==> src/rtl/display_scan_ctrl.sv <==
`default_nettype none
// +----------------------------------------------------------------------------+
// | Module      : display_scan_ctrl                                            |
// | Description : Time-multiplexed scan controller for an 8-digit seven-       |
// |               segment display. Cycles a 3-bit digit select, drives the     |
// |               matching active-low segments / decimal point, and holds a    |
// |               double-buffered 32-bit hex value that is swapped in only at  |
// |               a frame boundary so a frame is never torn.                   |
// | Ports       : clk, rst        - clock, synchronous active-high reset       |
// |               load, load_data, load_dp, load_ready - shadow load handshake |
// |               digit_en        - live per-digit blanking mask (bit 7=dig 0) |
// |               sel, seg, dp    - registered digit select and segment drive  |
// |               frame_done      - one-cycle pulse when the scan wraps 7->0   |
// | Revision    : 1.0 - initial release                                        |
// +----------------------------------------------------------------------------+
module display_scan_ctrl #(
    parameter int CLK_DIV = 100000,
    parameter int CNT_W   = 17
) (
    input  logic        clk,
    input  logic        rst,
    input  logic        load,
    input  logic [31:0] load_data,
    input  logic [7:0]  load_dp,
    output logic        load_ready,
    input  logic [7:0]  digit_en,
    output logic [2:0]  sel,
    output logic [6:0]  seg,
    output logic        dp,
    output logic        frame_done
);

    localparam logic [CNT_W-1:0] c_div_last = CNT_W'(CLK_DIV - 1);
    localparam logic [6:0]       c_seg_off  = 7'b1111111;
    localparam logic [6:0]       c_seg_zero = 7'b1000000;

    // Segment font, {g,f,e,d,c,b,a}, active-low.
    function automatic logic [6:0] f_hex_font(input logic [3:0] nib);
        logic [6:0] v;
        case (nib)
            4'h0:    v = 7'b1000000;
            4'h1:    v = 7'b1111001;
            4'h2:    v = 7'b0100100;
            4'h3:    v = 7'b0110000;
            4'h4:    v = 7'b0011001;
            4'h5:    v = 7'b0010010;
            4'h6:    v = 7'b0000010;
            4'h7:    v = 7'b1111000;
            4'h8:    v = 7'b0000000;
            4'h9:    v = 7'b0010000;
            4'hA:    v = 7'b0001000;
            4'hB:    v = 7'b0000011;
            4'hC:    v = 7'b1000110;
            4'hD:    v = 7'b0100001;
            4'hE:    v = 7'b0000110;
            default: v = 7'b0001110;
        endcase
        return v;
    endfunction

    logic [CNT_W-1:0] r_presc;
    logic [2:0]       r_sel;
    logic [31:0]      r_active;
    logic [7:0]       r_active_dp;
    logic [31:0]      r_shadow;
    logic [7:0]       r_shadow_dp;
    logic             r_pending;
    logic [6:0]       r_seg;
    logic             r_dp;
    logic             r_frame_done;

    logic        w_tick;
    logic        w_wrap;
    logic        w_accept;
    logic        w_transfer;
    logic [2:0]  w_sel_nxt;
    logic [31:0] w_active_nxt;
    logic [7:0]  w_active_dp_nxt;
    logic [2:0]  w_idx;
    logic [3:0]  w_nib;
    logic        w_lit;

    // The segment registers are loaded from the *next* select and *next*
    // active value so that sel, seg and dp all change on the same edge.
    always_comb begin
        w_tick          = (r_presc == c_div_last);
        w_wrap          = w_tick && (r_sel == 3'd7);
        // Accept is only possible with nothing pending, so an accept can never
        // coincide with a transfer: a load taken at the wrap tick waits a frame.
        w_accept        = load && !r_pending;
        w_transfer      = r_pending && w_wrap;
        w_sel_nxt       = w_tick ? (r_sel + 3'd1) : r_sel;
        w_active_nxt    = w_transfer ? r_shadow    : r_active;
        w_active_dp_nxt = w_transfer ? r_shadow_dp : r_active_dp;
        // Digit k lives in the high-order end: nibble [31-4k -: 4], bit 7-k.
        w_idx           = 3'd7 - w_sel_nxt;
        w_nib           = w_active_nxt[{w_idx, 2'b00} +: 4];
        w_lit           = digit_en[w_idx];
    end

    always_ff @(posedge clk) begin
        if (rst) begin
            r_presc      <= '0;
            r_sel        <= 3'd0;
            r_active     <= 32'd0;
            r_active_dp  <= 8'd0;
            r_shadow     <= 32'd0;
            r_shadow_dp  <= 8'd0;
            r_pending    <= 1'b0;
            r_frame_done <= 1'b0;
            r_dp         <= 1'b1;
            r_seg        <= digit_en[7] ? c_seg_zero : c_seg_off;
        end else begin
            r_presc      <= w_tick ? '0 : (r_presc + 1'b1);
            r_sel        <= w_sel_nxt;
            r_frame_done <= w_wrap;
            r_active     <= w_active_nxt;
            r_active_dp  <= w_active_dp_nxt;
            if (w_accept) begin
                r_shadow    <= load_data;
                r_shadow_dp <= load_dp;
                r_pending   <= 1'b1;
            end else if (w_transfer) begin
                r_pending   <= 1'b0;
            end
            r_seg <= w_lit ? f_hex_font(w_nib) : c_seg_off;
            r_dp  <= w_lit ? ~w_active_dp_nxt[w_idx] : 1'b1;
        end
    end

    assign load_ready = ~r_pending;
    assign sel        = r_sel;
    assign seg        = r_seg;
    assign dp         = r_dp;
    assign frame_done = r_frame_done;

endmodule
`default_nettype wire

==> config.mk <==
export PLATFORM = sky130hd
export DESIGN_NAME = display_scan_ctrl
export DESIGN_NICKNAME = d
export VERILOG_FILES = /design/src/rtl/display_scan_ctrl.sv
export SDC_FILE = /design/constraint.sdc
export NUM_CORES = 1
export LEC_CHECK = 0
export ABC_CLOCK_PERIOD_IN_PS = 5130
export CORE_MARGIN = 4
export CORE_UTILIZATION = 35
export DETAILED_ROUTE_END_ITERATION = 12
export PLACE_DENSITY = 0.61
export SLEW_MARGIN = 20
export SYNTH_ARGS = -nofsm -noshare
export SYNTH_HDL_FRONTEND = slang
export SYNTH_SLANG_ARGS = --single-unit
==> constraint.sdc <==
create_clock -name clk -period 5.13 [get_ports clk]
set_input_delay 0.513 -clock clk [delete_from_list [all_inputs] [get_ports clk]]
set_output_delay 0.513 -clock clk [all_outputs]
set_load 0.05 [all_outputs]
* Word-level counts from Yosys, hierarchy flattened
Memories as Yosys holds them, arrays and structs flattened.
Cells that the tools add are included.
Widths: inputs -> output; s select.
** Word-level totals
- Memory bits (read-only) :: 112
- Register bits :: 110
- Memories :: 1
- Logic and storage cells :: 40
** Memories
- (name not given) :: words 16, width 7, read ports 1, clocked after memory_dff 0, wr ports 0, RTL line 40 : case (nib)
** Operators by class
- Reductions and logical operators :: 7
- Add/sub/neg operators :: 3
- Muxes and demuxes :: 12
- Equality and inequality tests :: 2
- Bitwise logic cells :: 3
- Magnitude comparators :: 1
- Shift operators :: 1
** Operator list (count)
- $mux 32 :: 1
- $shiftx 32x6->4 :: 1
- $add 17x1->17 const B :: 1
- $eq 17x17->1 const B :: 1
- $mux 7 :: 2
- $mux 8 :: 1
- $bmux 1 s3 :: 2
- $mux 6 :: 1
- $lt 3x4->1 const B :: 1
- $mux 1 :: 4
- $reduce_or 2->1 :: 2
- $add 3x1->3 const B :: 1
- $eq 3x3->1 const B :: 1
- $logic_and 1x1->1 :: 3
- $mux 3 :: 1
- $not 1->1 :: 3
- $sub 3x3->3 const A :: 1
- $reduce_bool 2->1 :: 1
- $logic_not 1->1 :: 1

* Depth between registers and ports, before layout
Gate-level depths: netlist of the first run.
An unclocked memory read counts as a cell.
- Depth in word-level cells :: 8
- Mapped depth :: 14

* Least setup slack after synthesis of the first run
Ideal clock, no wire load.
- Path kind :: flip-flop to flip-flop
- From :: register r_sel[0], in the netlist sel[0]
- To :: register r_seg[3], in the netlist seg[3]
- Cell stages (with the launch flop) :: 13
- Path slack :: 1485 ps
- Buffers on the path :: 1
- Library setup time :: 126 ps
- Arrival time :: 3519 ps
- Period minus slack after synthesis :: 3645 ps
- Path through :: dfxtp_1 -> ha_1 -> ha_1 -> nand2_1 -> clkbuf_1 -> nor2_1 -> a211oi_1 -> o31ai_1 -> inv_1 -> ha_1 -> mux2_2 -> nor3b_1 -> nor3_1
** Between the ends
- Word-level cells in the longest chain between the ends :: 8
- Elaborated cells on any way between the ends :: 13
- Those cells by class :: add/sub: 2; eq/ne: 1; shift: 1; mux: 6; reduce/logical: 2; memory: 1
** RTL lines
- start, declared :: RTL line 62 : logic [2:0] r_sel;
- start signal, assigned :: RTL line 115 : r_sel <= w_sel_nxt;
- branches (longest 6 deep; another with $mem_v2 16x7)
- $mux 7 * :: RTL line 126 : r_seg <= w_lit ? f_hex_font(w_nib) : c_seg_off;
- $mux 7 * :: RTL line 102 : if (rst) begin
- end signal, assigned :: RTL line 112 : r_seg <= digit_en[7] ? c_seg_zero : c_seg_off;
- end signal, assigned :: RTL line 126
- end, declared :: RTL line 68 : logic [6:0] r_seg;
Every way passes the cells marked *. The select of a mux whose other input is x is not followed.
A chain may end at the register's enable or synchronous reset.

* Final worst setup path of the first run
- From :: register r_sel[1], in the netlist sel[1]
- To :: register r_seg[3], in the netlist seg[3]
The elaborated chain is that of the path after synthesis.

==> impl_metrics.csv, run 1 <==
group,metric,value,unit
setup_path,path_cells,"ha_1, ha_1, nand2_1, nand2_1, o221ai_1, a21oi_1, o31ai_1, inv_1, ha_1, mux2_2, nor3b_1, nor3_1",
synth,synth-simple-area-share,22.36,%
synth,synth_top_family_by_area,"simple AND/OR/NAND/NOR gates",
grt,grt_pass1_vias,4499,
clock_tree,clk_pin_slew_worst_paths,70,ps
setup_path,rrSetupSlack,950,ps
floorplanning,dieHeight,132.1,µm
setup_path,worstPathRequired,5370,ps
timing,setup_tns,0,ps
clock_tree,clkSinkCount,110,
synth,synth.area.top_cells,"dfxtp_1 41%, nand2_1 13%, a21oi_1 8.2%",
synth,ys_ff_latch,110,
clock_tree,cts-root-buf,"clkbuf_16",
routing,vias,4614,
clock_tree,htree_levels,3,
clock_tree,post_cts_resized,0,
timing,rsz0062_at_grt,"false",
power_and_ir_drop,power.density,278.9,mW/mm²
grt,grt_antenna_before_repair,0,
synth,synth_common_cells,"183 x nand2_1, 110 x dfxtp_1, 88 x a21oi_1, 32 x nor2_1, 30 x clkbuf_1",
clock_tree,cts_tree,"done",
power_and_ir_drop,total_leakage_power,2.297,nW
run,drv_cap,0,
synth,yosys.area.top_type,"dfxtp_1",
routing,wl_per_cell,15.28,µm
synth,synth_area,0.005389,mm²
grt,gr-total-overflow,0,
synth,synth_fa_ha_area_share,2.090,%
status,status,"completed",
timing,worstMarginPinSlew,921.2,ps
setup_path,path_max_fanout,16,
setup_path,ff2ff_path_depth,12,
synth,synth_compound_area_share,13.63,%
timing,finalCriticalPeriod,4184,ps
setup_path,crit_type,"reg2reg",
setup_path,slowest_stage,"o31ai_1",
synth,yosysMostFrequentCell,"nand2_1",
setup_path,slowest_delay,740,ps
synth,yosys.area_share.xor_xnor,2.438,%
power_and_ir_drop,ir_drop,0.0001945,V
routing,dr.pass1.iters,4,
routing,vias_per_cell,5.267,
min_path,hold_depth,2,
setup_path,crit_start,"sel[1]",
grt,grt_pass1_wl,22670,µm
clock_tree,cts_made_buffers,9,
setup_path,rr_startpoint,"sel[1]",
layout,areaGrowthSynthToFinish,20.57,%
setup_path,endpoint_kind,"flip-flop",
place,place_congestion,0.8609,
floorplanning,rows,45,
synth,muxShareOfSynthArea,14.86,%
synth,synth_nets,702,
timing,final-setup-viol-count,0,
routing,drc,0,
timing,fmax,239.0,MHz
synth,synth_area_per_cell,8.394,µm²
routing,postRouteWirelength,13390,µm
timing,worst_slack,946.1,ps
timing,clock-skew-final,6.018,ps
synth,synth_edf_count,0,
timing,timing_hold_violations_final,0,
clock_tree,clock_latency,360,ps
synth,synth_seq_area_share,40.86,%
clock_tree,cts_max_path_buffers,2,
timing,max_slew_margin,38.44,%
min_path,hold_end,"r_active_dp[0]",
floorplanning,die_w,132.1,µm
setup_path,critical_path_buf_inv_count,1,
setup_path,crit_family,"simple AND/OR/NAND/NOR gates",
grt,grt_max_degree,90,
setup_path,startpoint_type,"flip-flop",
floorplanning,core_region_area,0.01515,mm²
setup_path,crit_arrival,4420,ps
min_path,hold_start,"r_active_dp[0]",
timing,slew_viol_final,0,
place,port_buffers,63,
floorplanning,ios,64,
synth,ys_warn_count,0,
clock_tree,cts_setup_buffers,0,
layout,n_antenna_cell,0,
grt,grt.total_usage,15.59,%
setup_path,crit_top_cell,"ha_1",
synth,async_flop_share,0,%
layout,drive_above_1_share,9.448,%
synth,synthFlopType,"dfxtp_1",
place,pre_cts_slack,986.5,ps
floorplanning,initial_core_util,35.58,%
floorplanning,die_area,0.01745,mm²
synth,netlist.area_leader.share,40.86,%
synth,synth_cell_type_count,60,
clock_tree,ctsHoldBuffers,0,
place,dp_hpwl,9740,µm
timing,fin_crit_sh,81.56,%
synth,synthCells,642,
layout,finish.net_count,743,
setup_path,r2r-end,"seg[3]",
min_path,hp-class,"reg2reg",
routing,drtIter0Drc,344,
routing,detail-route-antenna-nets,0,
## how the worst max path moves through the flow
stage / end / slack, ps / cells after the start
after floorplan: seg[3] / 1480 / 12
after global placement: seg[3] / 1180 / 10
after detailed placement: seg[3] / 990 / 10
after CTS: seg[2] / 980 / 10
after global routing: seg[3] / 580 / 12
final: seg[3] / 950 / 12
## final cells by class
cell class	instances	area, µm²
clock buffer	9	225.2
clock inverter	7	112.6
fill	1505	8648
inverter	9	33.78
multi-input combinational	482	3003
sequential	110	2202
tap	188	235.2
timing repair buffer	71	685.7
## report_power, final
part	leakage [nW]	total (mW)	switching, mW	internal, mW
combinational	1.24	0.131	0.0659	0.0648
sequential	0.895	0.898	0.0205	0.878
clock	0.165	0.783	0.309	0.474
total	2.30	1.81	0.395	1.42
## registers in the layout (all words and copies together), names as in the netlist
name         flops
seg              7
r_active        32
r_presc         17
r_pending        1
frame_done       1
sel              3
r_active_dp      8
r_shadow_dp      8
dp               1
r_shadow        32
## through the flow
stage          instances  hold WS [ps]  utilization (%)  instance area (µm²)  total power, mW
3_5_place_dp         860         443.3            40.62                 6152            1.050
5_1_grt              876         468.4            42.90                 6497            1.874
3_3_place_gp         860         439.8            40.62                 6152            1.047
6_report             876         452.8            42.90                 6497            1.812
2_1_floorplan        642         426.0                -                 5389           0.9823
4_1_cts              876         452.6            42.85                 6490            1.831
## layer usage
layer	wire, µm	global-route usage, %	up-vias
met2	6369	25.40	98
met1	6226	20.84	2188
met3	559	3.130	17
met5	0	0	-
li1	-	-	2311
met4	233	4.959	0
## layout by cell type, fill, tap and decap left out, drive strengths merged, types with 7 or more instances in the layout
cell type,count
dfxtp,110
mux2,13
xnor2,7
buf,9
mux4,17
nand3,21
xor2,8
inv,9
clkdlybuf4s50,62
o21ai,8
ha,9
nor2,32
clkbuf,9
a21oi,88
mux2i,26
nor3,8
nand2,183
## logic make-up after synthesis
kind of cell               count (synthesis)
and+or+nand+nor                          276
AOI/OAI and AO/OA                        126
DFF                                      110
muxes                                     56
buffers and inverters                     50
xor gates and xnor gates                  15
adders and majority gates                  9
## worst register-to-register path, stage by stage (launching register included)
cell	delay, ps
dfxtp_1	490
ha_1	290
ha_1	220
nand2_1	690
nand2_1	230
o221ai_1	240
a21oi_1	90
o31ai_1	740
inv_1	210
ha_1	310
mux2_2	280
nor3b_1	200
nor3_1	70
(Power assumes the default switching activity.)
==> run 2, diff against run 1 <==
Settings changed: ABC_CLOCK_PERIOD_IN_PS 5130 to 3600, PLACE_DENSITY 0.61 to 0.63.
Clock period 5.13 ns to 3.6 ns, I/O delays scaled along.
==> impl_metrics.csv, run 2 (synthesis gave the netlist of run 1 again) <==
group,metric,value,unit
place,dp_hpwl,9766,µm
layout,layout_commonest_cell,"nand2_1",
routing,drtIter0Drc,265,
layout,areaGrowthSynthToFinish,21.57,%
status,status,"completed",
floorplanning,dieHeight,132.1,µm
grt,grt_antenna_before_repair,0,
layout,largestRegisters,"r_active: 32 flops, r_shadow: 32 flops, r_presc: 17 flops",
timing,slew_viol_final,0,
floorplanning,ios,64,
clock_tree,post_cts_resized,0,
routing,drc,0,
setup_path,path_max_fanout,11,
timing,final-setup-viol-count,0,
clock_tree,cts_made_buffers,9,
timing,fmax,297.7,MHz
setup_path,worstPathRequired,3830,ps
clock_tree,ctsHoldBuffers,0,
timing,setup_tns,0,ps
floorplanning,die_w,132.1,µm
clock_tree,clkSinkCount,110,
power_and_ir_drop,total_leakage_power,2.337,nW
timing,rsz0062_at_grt,"false",
routing,detail-route-antenna-nets,0,
timing,worstMarginPinSlew,810.4,ps
floorplanning,rows,45,
min_path,hp-class,"reg2reg",
timing,timing_hold_violations_final,0,
power_and_ir_drop,power.density,380.9,mW/mm²
layout,drive_above_1_share,11.02,%
setup_path,endpoint_kind,"flip-flop",
grt,grt_pass1_vias,4545,
clock_tree,htree_levels,3,
layout,n_antenna_cell,0,
grt,grt_max_degree,63,
floorplanning,initial_core_util,35.58,%
place,place_congestion,0.8737,
grt,gr-total-overflow,0,
routing,vias,4688,
floorplanning,die_area,0.01745,mm²
grt,grt_pass1_wl,22450,µm
setup_path,crit_type,"reg2reg",
power_and_ir_drop,total_power,2.495,mW
grt,grt.total_usage,15.61,%
place,port_buffers,63,
power_and_ir_drop,ir_drop,0.0002514,V
routing,wl_per_cell,15.19,µm
routing,dr.pass1.iters,5,
floorplanning,core_region_area,0.01515,mm²
clock_tree,cts_setup_buffers,0,
clock_tree,clk_pin_slew_worst_paths,70,ps
clock_tree,cts-root-buf,"clkbuf_16",
timing,clock-skew-final,12.08,ps
clock_tree,cts_tree,"done",
clock_tree,clock_latency,360,ps
clock_tree,cts_max_path_buffers,2,
timing,fin_crit_sh,93.30,%
layout,finish.net_count,754,
setup_path,rrSetupSlack,240,ps
setup_path,crit_arrival,3590,ps
layout,final_cell_mix,"183 x nand2_1, 108 x dfxtp_1, 88 x a21oi_1",
routing,postRouteWirelength,13480,µm
routing,vias_per_cell,5.285,
layout,fin_util,43.25,%
run,drv_cap,0,
timing,finalCriticalPeriod,3359,ps
setup_path,startpoint_type,"flip-flop",
timing,max_slew_margin,45.97,%
==> run 2: cell count changes in the layout (fill, tap and decap cells not counted), sizes merged <==
cell | before | now
buf | 9 | 20
clkinv | 3 | 2
inv | 9 | 11
clkbuf | 9 | 11
bufinv | 3 | 1
clkinvlp | 1 | 0
==> run 2: path summary, 6_finish.rpt <==
check                  from              to  cells past startpoint
min reg2reg  r_active_dp[6]  r_active_dp[6]                      2
max reg2reg      r_presc[8]          seg[3]                     11
max              r_presc[8]          seg[3]                     11
min          r_active_dp[6]  r_active_dp[6]                      2
==> run 2: layout make-up <==
cell class / instances / area [µm²]
timing repair buffer: 82 / 768.2
tap: 188 / 235.2
inverter: 9 / 33.78
sequential: 110 / 2205
multi-input combinational: 482 / 3003
fill: 1501 / 8594
clock inverter: 5 / 63.81
clock buffer: 11 / 242.7
==> run 2: worst max-delay path, stage by stage (launching register included) <==
cell and delay, ps:
dfxtp_1 330, or4_4 590, or4_4 610, nor2_1 200, a21oi_1 130, a211o_2 340
o21ai_2 120, inv_1 150, ha_1 220, mux2_2 260, nor3b_1 200, nor3_1 70
==> run 2: per-layer routing <==
layer	wire length, µm	GRT usage (%)	part of all wire (%)
met5	0	0	0
met1	6387	20.89	47
met3	648	4.542	4.8
met4	193	4.259	1.4
met2	6246	24.69	46
==> run 2: report_power, final <==
part,total (mW),switching (mW),internal [mW]
clock network,1.03,0.462,0.567
logic,0.188,0.0948,0.0929
registers,1.28,0.0279,1.25
==> run 2: metrics by stage <==
| stage | worst slack, ps | hold slack [ps] | cell area, µm² | std cells |
|---|---|---|---|---|
| after floorplan | 37.25 | 426.0 | 5391 | 642 |
| after global placement | 345.6 | 439.2 | 6237 | 871 |
| after detailed placement | 293.7 | 444.2 | 6245 | 871 |
| after CTS | 261.9 | 454.0 | 6551 | 887 |
| after global routing | 44.16 | 472.0 | 6551 | 887 |
| final | 241.1 | 450.7 | 6551 | 887 |
==> run 3, diff against run 2 <==
Settings changed: CORE_UTILIZATION 35 to 50, PLACE_DENSITY 0.63 to 0.75.
==> impl_metrics.csv, run 3 (synthesis gave the netlist of run 1 again) <==
group,metric,value,unit
place,port_buffers,63,
routing,drtIter0Drc,309,
setup_path,slowest_stage,"or4_4",
grt,grt_antenna_before_repair,0,
floorplanning,ios,64,
timing,clock-skew-final,12.70,ps
min_path,hold_start,"r_active_dp[0]",
routing,detail-route-antenna-nets,0,
place,dp_hpwl,9351,µm
grt,grt_max_degree,60,
power_and_ir_drop,ir_drop,0.0002429,V
layout,layoutNonFillerInstCount,834,
setup_path,startpoint_type,"flip-flop",
layout,fin_util,61.75,%
layout,n_antenna_cell,0,
timing,timing.hold.ws,457.2,ps
min_path,hold_depth,2,
clock_tree,clkSinkCount,110,
timing,fin_crit_sh,93.23,%
clock_tree,clock_latency,370,ps
layout,areaGrowthSynthToFinish,19.36,%
grt,grt.total_usage,20.77,%
floorplanning,initial_core_util,51.74,%
routing,wl_per_cell,15.54,µm
routing,drc,0,
setup_path,critical_path_buf_inv_count,0,
power_and_ir_drop,total_power,2.229,mW
timing,worst_slack,243.6,ps
floorplanning,die_w,111.8,µm
clock_tree,htree_levels,3,
layout,final_cell_area,0.006432,mm²
timing,rsz0062_at_grt,"false",
timing,fmax,297.9,MHz
setup_path,rrSetupSlack,240,ps
layout,drive_above_1_share,11.46,%
layout,layout_commonest_cell,"nand2_1",
layout,finish.net_count,753,
power_and_ir_drop,power.density,346.5,mW/mm²
place,place_area,0.006182,mm²
routing,vias,4711,
routing,postRouteWirelength,12960,µm
layout,fill_cells,900,
setup_path,endpoint_kind,"flip-flop",
place,pre_cts_slack,269.7,ps
run,drv_cap,0,
clock_tree,cts_made_buffers,9,
timing,max_slew_margin,42.76,%
grt,gr-total-overflow,0,
setup_path,ff2ff_path_depth,10,
place,place_congestion,0.9067,
setup_path,r2r-end,"seg[3]",
grt,grt_pass1_vias,4547,
power_and_ir_drop,total_leakage_power,2.295,nW
status,status,"completed",
routing,vias_per_cell,5.649,
timing,worstMarginPinSlew,858.7,ps
clock_tree,cts_max_path_buffers,2,
timing,final-setup-viol-count,0,
floorplanning,die_area,0.01250,mm²
setup_path,crit_top_cell,"or4_4",
setup_path,path_max_fanout,11,
setup_path,crit_type,"reg2reg",
timing,slew_viol_final,0,
floorplanning,dieHeight,111.8,µm
floorplanning,core_region_area,0.01042,mm²
setup_path,path_cells,"or4_4, or4_4, or3_1, a311oi_1, a211o_2, o21ai_4, ha_1, mux2_2, nor3b_1, nor3_1",
timing,timing_hold_violations_final,0,
clock_tree,cts-root-buf,"clkbuf_8",
layout,largestRegisters,"r_active: 32 flops, r_shadow: 32 flops, r_presc: 17 flops",
timing,setup_tns,0,ps
min_path,hp-class,"reg2reg",
clock_tree,cts_tree,"done",
grt,grt_pass1_wl,21850,µm
timing,finalCriticalPeriod,3356,ps
setup_path,rr_startpoint,"r_presc[8]",
min_path,hold_end,"r_active_dp[0]",
setup_path,crit_family,"simple AND/OR/NAND/NOR gates",
clock_tree,clk_pin_slew_worst_paths,110,ps
setup_path,slowest_delay,620,ps
setup_path,worstPathRequired,3850,ps
floorplanning,rows,37,
layout,final_cell_mix,"183 x nand2_1, 108 x dfxtp_1, 87 x a21oi_1",
place,numPlacedInstances,817,
routing,dr.pass1.iters,5,
setup_path,crit_arrival,3610,ps
[run 3: changes by cell type in the layout (fill, tap and decap cells not counted), moves of 2 or more]
cell       before  now
clkbuf_16       9    0
buf_4          19   16
clkbuf_8        1    9
buf_12          0    2
[run 3: power by group]
| part | internal, mW | switching, mW | leakage, nW |
|---|---|---|---|
| sequential | 1.25 | 0.0281 | 0.896 |
| clock | 0.331 | 0.433 | 0.102 |
| combinational | 0.0928 | 0.0937 | 1.30 |
| total | 1.67 | 0.554 | 2.30 |
[run 3: worst max path at each step]
stage               start  endpoint  slack (ps)  cells past startpoint
2_1_floorplan  r_presc[8]    seg[3]          40                     12
3_3_place_gp   r_presc[8]    seg[3]         330                     11
3_5_place_dp   r_presc[8]    seg[3]         270                     12
4_1_cts            sel[0]    seg[2]         230                     11
5_1_grt        r_presc[8]    seg[3]          10                     12
6_report       r_presc[8]    seg[3]         240                     10
[run 3: timing repair]
item / CTS / global route
resized for setup: 0 / 7
endpoints found under the setup margin: 0 / 4
buffers inserted: 0 / 1
hold buffers: 0 / 0
[run 3: final cells by class]
type	instances	area [µm²]	area share, %
flip-flops and latches	110	2205	34.27
repair buffers	81	785.8	12.22
inverters	9	33.78	0.5252
multi-input cells	482	3034	47.17
clock inverters	7	80.08	1.245
well taps	136	170.2	2.645
clock buffers	9	123.9	1.926
[run 3: per-layer routing]
layer / GRT usage [%] / routed length [µm]
met3: 3.533 / 582
met4: 5.921 / 189
met2: 34.21 / 6199
met1: 28.13 / 5986
met5: 0 / 0
[run 3: tightest hold or removal path, stage by stage (launching register included)]
cell and delay (ps):
dfxtp_1 320, nand2_1 50, a21oi_1 50
==> RTL edit 1 (flow settings as in run 3) <==
`CNT_W`: 17 -> 15.
--- a/src/rtl/display_scan_ctrl.sv
+++ b/src/rtl/display_scan_ctrl.sv
@@ -15,7 +15,7 @@
 // +----------------------------------------------------------------------------+
 module display_scan_ctrl #(
     parameter int CLK_DIV = 100000,
-    parameter int CNT_W   = 17
+    parameter int CNT_W   = 15
 ) (
     input  logic        clk,
     input  logic        rst,
Check against the original RTL: same outputs for any inputs over 10 cycles, from zero or initial values and one cycle with rst high; that may be too few to reach the edited logic, so the function may still have changed.
==> RTL edit 1 against run 3 <==
Sequential cell count is 2 lower; final cell count grew 5.6%; area after synthesis grew 0.35%; first-iteration DRC count increased by 34%; count of clock-buffer cells in the layout increased by 1; synthesized cell count is 7.5% higher; final area fell by 1.2%; routed wire length up 8.9%; worst setup slack lost 0.011 ns; core utilization down 0.72 points; power fell by 3.2%; largest power group unchanged.
==> RTL edit 1: results (changes against run 3) <==
- Status: completed
- Reg clk slew, reported paths: 0.10 ns
- Clock skew: 0.0145 ns (+0.00183 ns)
- Die ar.: 12500 um2 (+0.32%)
- Top sig layer: met4
- Top cells by area, synth: dfxtp_1 40%, nand2_1 13%, a21oi_1 7.7%
- Synth cell count leaders: 186 x nand2_1, 108 x dfxtp_1, 83 x a21oi_1, 40 x nor2_1, 29 x clkbuf_1
- Sw power: 0.000561 W (+1.1%)
- Biggest regs: r_active (32), r_shadow (32), r_presc (15)
- Critical-path top delay cell: dfxtp_1
- Met2 wire length: 6570 um (+6.0%)
- IO Port Bufs: 63 (unchanged)
- Synth warn: 0 (unchanged)
- Via density: 5.68 (+0.57%)
- Worst R2R Path Depth: 14 (+4)
- DR WL met3: 675 um (+16%)
- HPWL after detailed placement: 10300 um (+10%)
- Aggregate global routing overflow: 0 (unchanged)
- First-pass GRT wire length: 23500 um (+7.5%)
- Ant. Diodes: 0 (unchanged)
- Gpl congestion: 0.967 (+6.6%)
- Largest net degree at the start of global routing: 66 (+10%)
- Slew HR: 50.0% (+7.3 points)
- Min-delay worst type: in -> reg
- Number of flops mapped to enable cells by yosys: 0 (unchanged)
- Share of cells above drive strength 1: 9.13% (-2.3 points)
- Insertion delay to the later sink of the worst-skew pair: 0.40 ns (+0.03 ns)
- Initial antenna violation count: 0 (unchanged)
- Internal reg-to-reg setup slack: 0.23 ns
- WP data arrival: 3.63 ns (+0.02 ns)
- GRT Total Usage: 22.8% (+2.0 points)
- CTS H-tree depth: 3 (unchanged)
- CP max FO: 6 (-5)
- Mapped Nets: 750 (+6.8%)
- Initial DRC Count: 415 (+34%)
- Metal1 wirelength: 6640 um (+11%)
- WHS Path Cells: 2 (unchanged)
- Num CTS Buffers: 9 (unchanged)
- DR pass1 iterations: 5 (unchanged)
- Longest Clk Path Bufs: 2 (unchanged)
- Pleak: 2.24 nW (-2.5%)
- Maximum vdd drop: 0.315 mV (+30%)
- Final net count: 800 (+6.2%)
- Root buffer cell: clkbuf_8
- Async SR Flop Fraction: 0% (unchanged)
- Post-Route WL: 14100 um (+8.9%)
- Unique cell type count in the Yosys netlist: 62 (+3.3%)
- CP peak stage delay: 0.46 ns (-0.16 ns)
- Sequential fraction of the synthesis area: 40.0% (-0.88 points)
- Vias in the first global route: 4758 (+4.6%)
## RTL edit 1: cell count changes after synthesis, moves of 4 or more
cell,delta
xnor2_1,-4
inv_1,+6
a32oi_1,+5
mux2i_1,-4
a21oi_1,-5
a2bb2oi_1,-4
a211oi_1,+4
o221ai_1,+10
mux4_2,-15
nor2_1,+8
buf_2,+7
o21ai_0,+10
and2_1,+4
## RTL edit 1: power by group through the flow
stage / Clock (W) / Combinational [W] / Sequential, W
finish: 0.000713 / 0.000188 / 0.00126
global placement: 0 / 0.000185 / 0.00128
CTS: 0.000735 / 0.000190 / 0.00126
detailed placement: 0 / 0.000189 / 0.00128
floorplan: 0 / 0.0000842 / 0.00129
global route: 0.000780 / 0.000207 / 0.00126
## RTL edit 1: path summary, 6_finish.rpt
check	start	endpoint
min reg2reg	r_active_dp[1]	r_active_dp[1]
max	sel[1]	seg[3]
max reg2reg	sel[1]	seg[3]
min	rst	r_presc[4]
## RTL edit 1: cell families after synthesis
kind of cell               Yosys count  synth area share, %
DFF                                108                 40.0
AOI/OAI and AO/OA                  171                 20.5
muxes                               34                 6.62
adders and majority gates            9                 2.08
and+or+nand+nor                    288                 23.2
buffers and inverters               67                 5.44
xor gates and xnor gates            13                 2.11
## RTL edit 1: what timing repair did
item,in CTS,in global routing
resized for setup,0,1
setup endpoints to repair,0,1
buffers inserted,0,0
## RTL edit 1: area by class of cell
type | count | area, um2
Fill cell | 946 | 4060
Sequential cell | 108 | 2160
Clock inverter | 6 | 43.8
Timing Repair Buffer | 89 | 821
Multi-Input combinational cell | 515 | 2960
Clock buffer | 10 | 138
Inverter | 17 | 63.8
Tap cell | 136 | 170
## RTL edit 1: stage by stage
| stage | area [um2] | util [%] | hold slack (ns) | instances | worst slack, ns |
|---|---|---|---|---|---|
| detailed placement | 6170 | 59.3 | 0.449 | 865 | 0.295 |
| global placement | 6170 | 59.3 | 0.438 | 865 | 0.397 |
| floorplan | 5410 | - | 0.426 | 690 | 0.228 |
| finish | 6360 | 61.0 | 0.423 | 881 | 0.233 |
| CTS | 6360 | 61.0 | 0.406 | 881 | 0.260 |
| global route | 6360 | 61.0 | 0.453 | 881 | 0.0172 |
## RTL edit 1: worst max-delay path, delay by kind of cell (launching register included)
kind	cells	cell delay, ns
compound gates	7	1.31
fa+ha+maj	3	0.70
simple gates	2	0.47
flops	1	0.46
buf+inv	2	0.30
## RTL edit 1: per-layer routing
metal  global-route usage [%]  up-vias
li1                         -     2500
met1                     30.1     2369
met2                     37.7      119
met3                     4.46       17
met4                     7.05        0
met5                        0        -
==> RTL edit 2 (flow settings as in run 3) <==
Without the edit above. Register the output `seg` once more, without a reset; this adds one clock of latency there. The other outputs are not delayed to match. Comments in the files are not updated.
--- a/src/rtl/display_scan_ctrl.sv
+++ b/src/rtl/display_scan_ctrl.sv
@@ -130,7 +130,9 @@
 
     assign load_ready = ~r_pending;
     assign sel        = r_sel;
-    assign seg        = r_seg;
+    always_ff @(posedge clk) begin
+        seg <= r_seg;
+    end
     assign dp         = r_dp;
     assign frame_done = r_frame_done;
 
Formal check against the unedited RTL: not equivalent (a bounded check fails within 4 cycles, from zero or initial values and one cycle with rst high).
==> RTL edit 2 against run 3 <==
Clock skew fell by 0.0056 ns; routed wire length rose by 11%; sequential cell count rose by 7; area after synthesis rose by 1.9%; sequential share of layout area fell by 1.2 points; power rose by 58%; worst setup slack got worse by 0.019 ns; final area rose by 10%; first-iteration DRC count rose by 1.3%.
==> RTL edit 2: results (changes against run 3) <==
- Status: completed
- DR pass1 iterations: 5 (unchanged)
- Share of cells above drive strength 1: 13.3% (+1.8 points)
- Top sig layer: met4
- Async SR Flop Fraction: 0% (unchanged)
- CP max FO: 13 (+2)
- CTS H-tree depth: 4 (+1)
- Ant. Diodes: 0 (unchanged)
- Unique cell type count in the Yosys netlist: 51 (-15%)
- CP Launch Point: r_presc[8]
- Gpl congestion: 0.962 (+6.1%)
- DR WL met3: 617 um (+6.0%)
- WP data arrival: 3.78 ns (+0.17 ns)
- Initial DRC Count: 313 (+1.3%)
- Longest Clk Path Bufs: 2 (unchanged)
- Vias in the first global route: 4814 (+5.9%)
- Reg clk slew, reported paths: 0.05 ns (-0.06 ns)
- Synth warn: 0 (unchanged)
- Insertion delay to the later sink of the worst-skew pair: 0.53 ns (+0.16 ns)
- Synth cell count leaders: 188 x nand2_1, 117 x dfxtp_1, 87 x a21oi_1, 37 x clkbuf_1, 34 x nor2_1
- Syn Inst Count: 652 (+1.6%)
- Final Non-Filler Cells: 871 (+4.4%)
- IO Port Bufs: 63 (unchanged)
- Initial antenna violation count: 0 (unchanged)
- Metal1 wirelength: 6270 um (+4.7%)
- Min-delay worst type: reg -> reg
- Biggest regs: r_active (32), r_shadow (32), r_presc (17)
- Final net count: 779 (+3.5%)
- Pleak: 2.61 nW (+14%)
- Via density: 5.63 (-0.37%)
- Sequential fraction of the synthesis area: 42.7% (+1.8 points)
- Num CTS Buffers: 17 (+8)
- Post-Route WL: 14400 um (+11%)
- Aggregate global routing overflow: 0 (unchanged)
- Clock skew: 0.00707 ns (-0.00564 ns)
- Placed insts: 834 (+2.1%)
- Dpl cell area: 6320 um2 (+2.2%)
- Worst Hold Launch: r_seg[4]
- First-pass GRT wire length: 23900 um (+9.3%)
- Root buffer cell: clkbuf_8
- Largest net degree at the start of global routing: 51 (-15%)
- Maximum vdd drop: 0.313 mV (+29%)
- Worst-Margin Slew: 0.810 ns (-0.0485 ns)
- GRT Total Usage: 23.7% (+3.0 points)
- Met2 wire length: 7160 um (+15%)
- Top cells by area, synth: dfxtp_1 43%, nand2_1 13%, a21oi_1 7.9%
- Mapped Nets: 712 (+1.4%)
- HPWL after detailed placement: 9920 um (+6.1%)
==> RTL edit 2: metal layers <==
layer / up-vias / track usage [%]
met1: 2364 / 29.2
met5: - / 0
met4: 0 / 10.3
met2: 122 / 39.6
li1: 2390 / -
met3: 26 / 5.88
==> RTL edit 2: final cells by class <==
class / instances / area (um2)
well taps: 140 / 175
multi-input cells: 484 / 2990
flip-flops and latches: 117 / 2340
clock buffers: 22 / 473
inverters: 9 / 33.8
fillers: 878 / 3710
clock inverters: 9 / 220
repair buffers: 90 / 853
==> RTL edit 2: report_power, final <==
group          leakage (nW)  switching (W)  internal [W]
Clock                 0.341       0.000568       0.00140
Sequential            0.954      0.0000294       0.00134
Combinational          1.32      0.0000961     0.0000923
==> RTL edit 2: repair_timing <==
item | 4_1_cts | 5_1_grt
gates resized for setup | 2 | 3
endpoints found under the setup margin | 6 | 4
pin swaps | 1 | 0
setup buffers | 4 | 2
hold buffers | 0 | 0
==> RTL edit 2: kinds of logic (layout without fill, tap and decap cells) <==
kind of cell / Yosys count / in the layout / share of synthesized area, %
and+or+nand+nor: 283 / 283 / 22.3
AOI/OAI and AO/OA: 124 / 124 / 13.1
DFF: 117 / 117 / 42.7
muxes: 53 / 53 / 14.0
buffers and inverters: 51 / 130 / 3.55
xor gates and xnor gates: 15 / 15 / 2.39
adders and majority gates: 9 / 9 / 2.05
==> RTL edit 2: final timing paths <==
check,endpoint,slack (ns),cells after the start
setup / recovery,r_seg[3],0.22,12
hold / removal,seg[4],0.32,0
setup reg to reg,r_seg[3],0.22,12
hold reg to reg,seg[4],0.32,0
==> RTL edit 2: metrics by stage <==
stage | total power, W | setup slack (ns) | TNS, ns
2_1_floorplan | 0.00148 | 0.0550 | 0
3_3_place_gp | 0.00157 | 0.0626 | 0
3_5_place_dp | 0.00158 | -0.113 | -0.300
4_1_cts | 0.00355 | 0.110 | 0
5_1_grt | 0.00364 | -0.00203 | -0.00203
6_report | 0.00352 | 0.224 | 0
==> RTL edit 2: worst max-delay path: stages, from the launching register on <==
cell,delay (ns)
dfxtp_1,0.33
or4_4,0.59
nor4_2,0.23
buf_4,0.26
mux2i_1,0.31
nor2_1,0.10
o32ai_1,0.25
a21o_1,0.23
inv_1,0.11
ha_1,0.21
mux2_2,0.28
nor3b_1,0.26
nor3_1,0.09
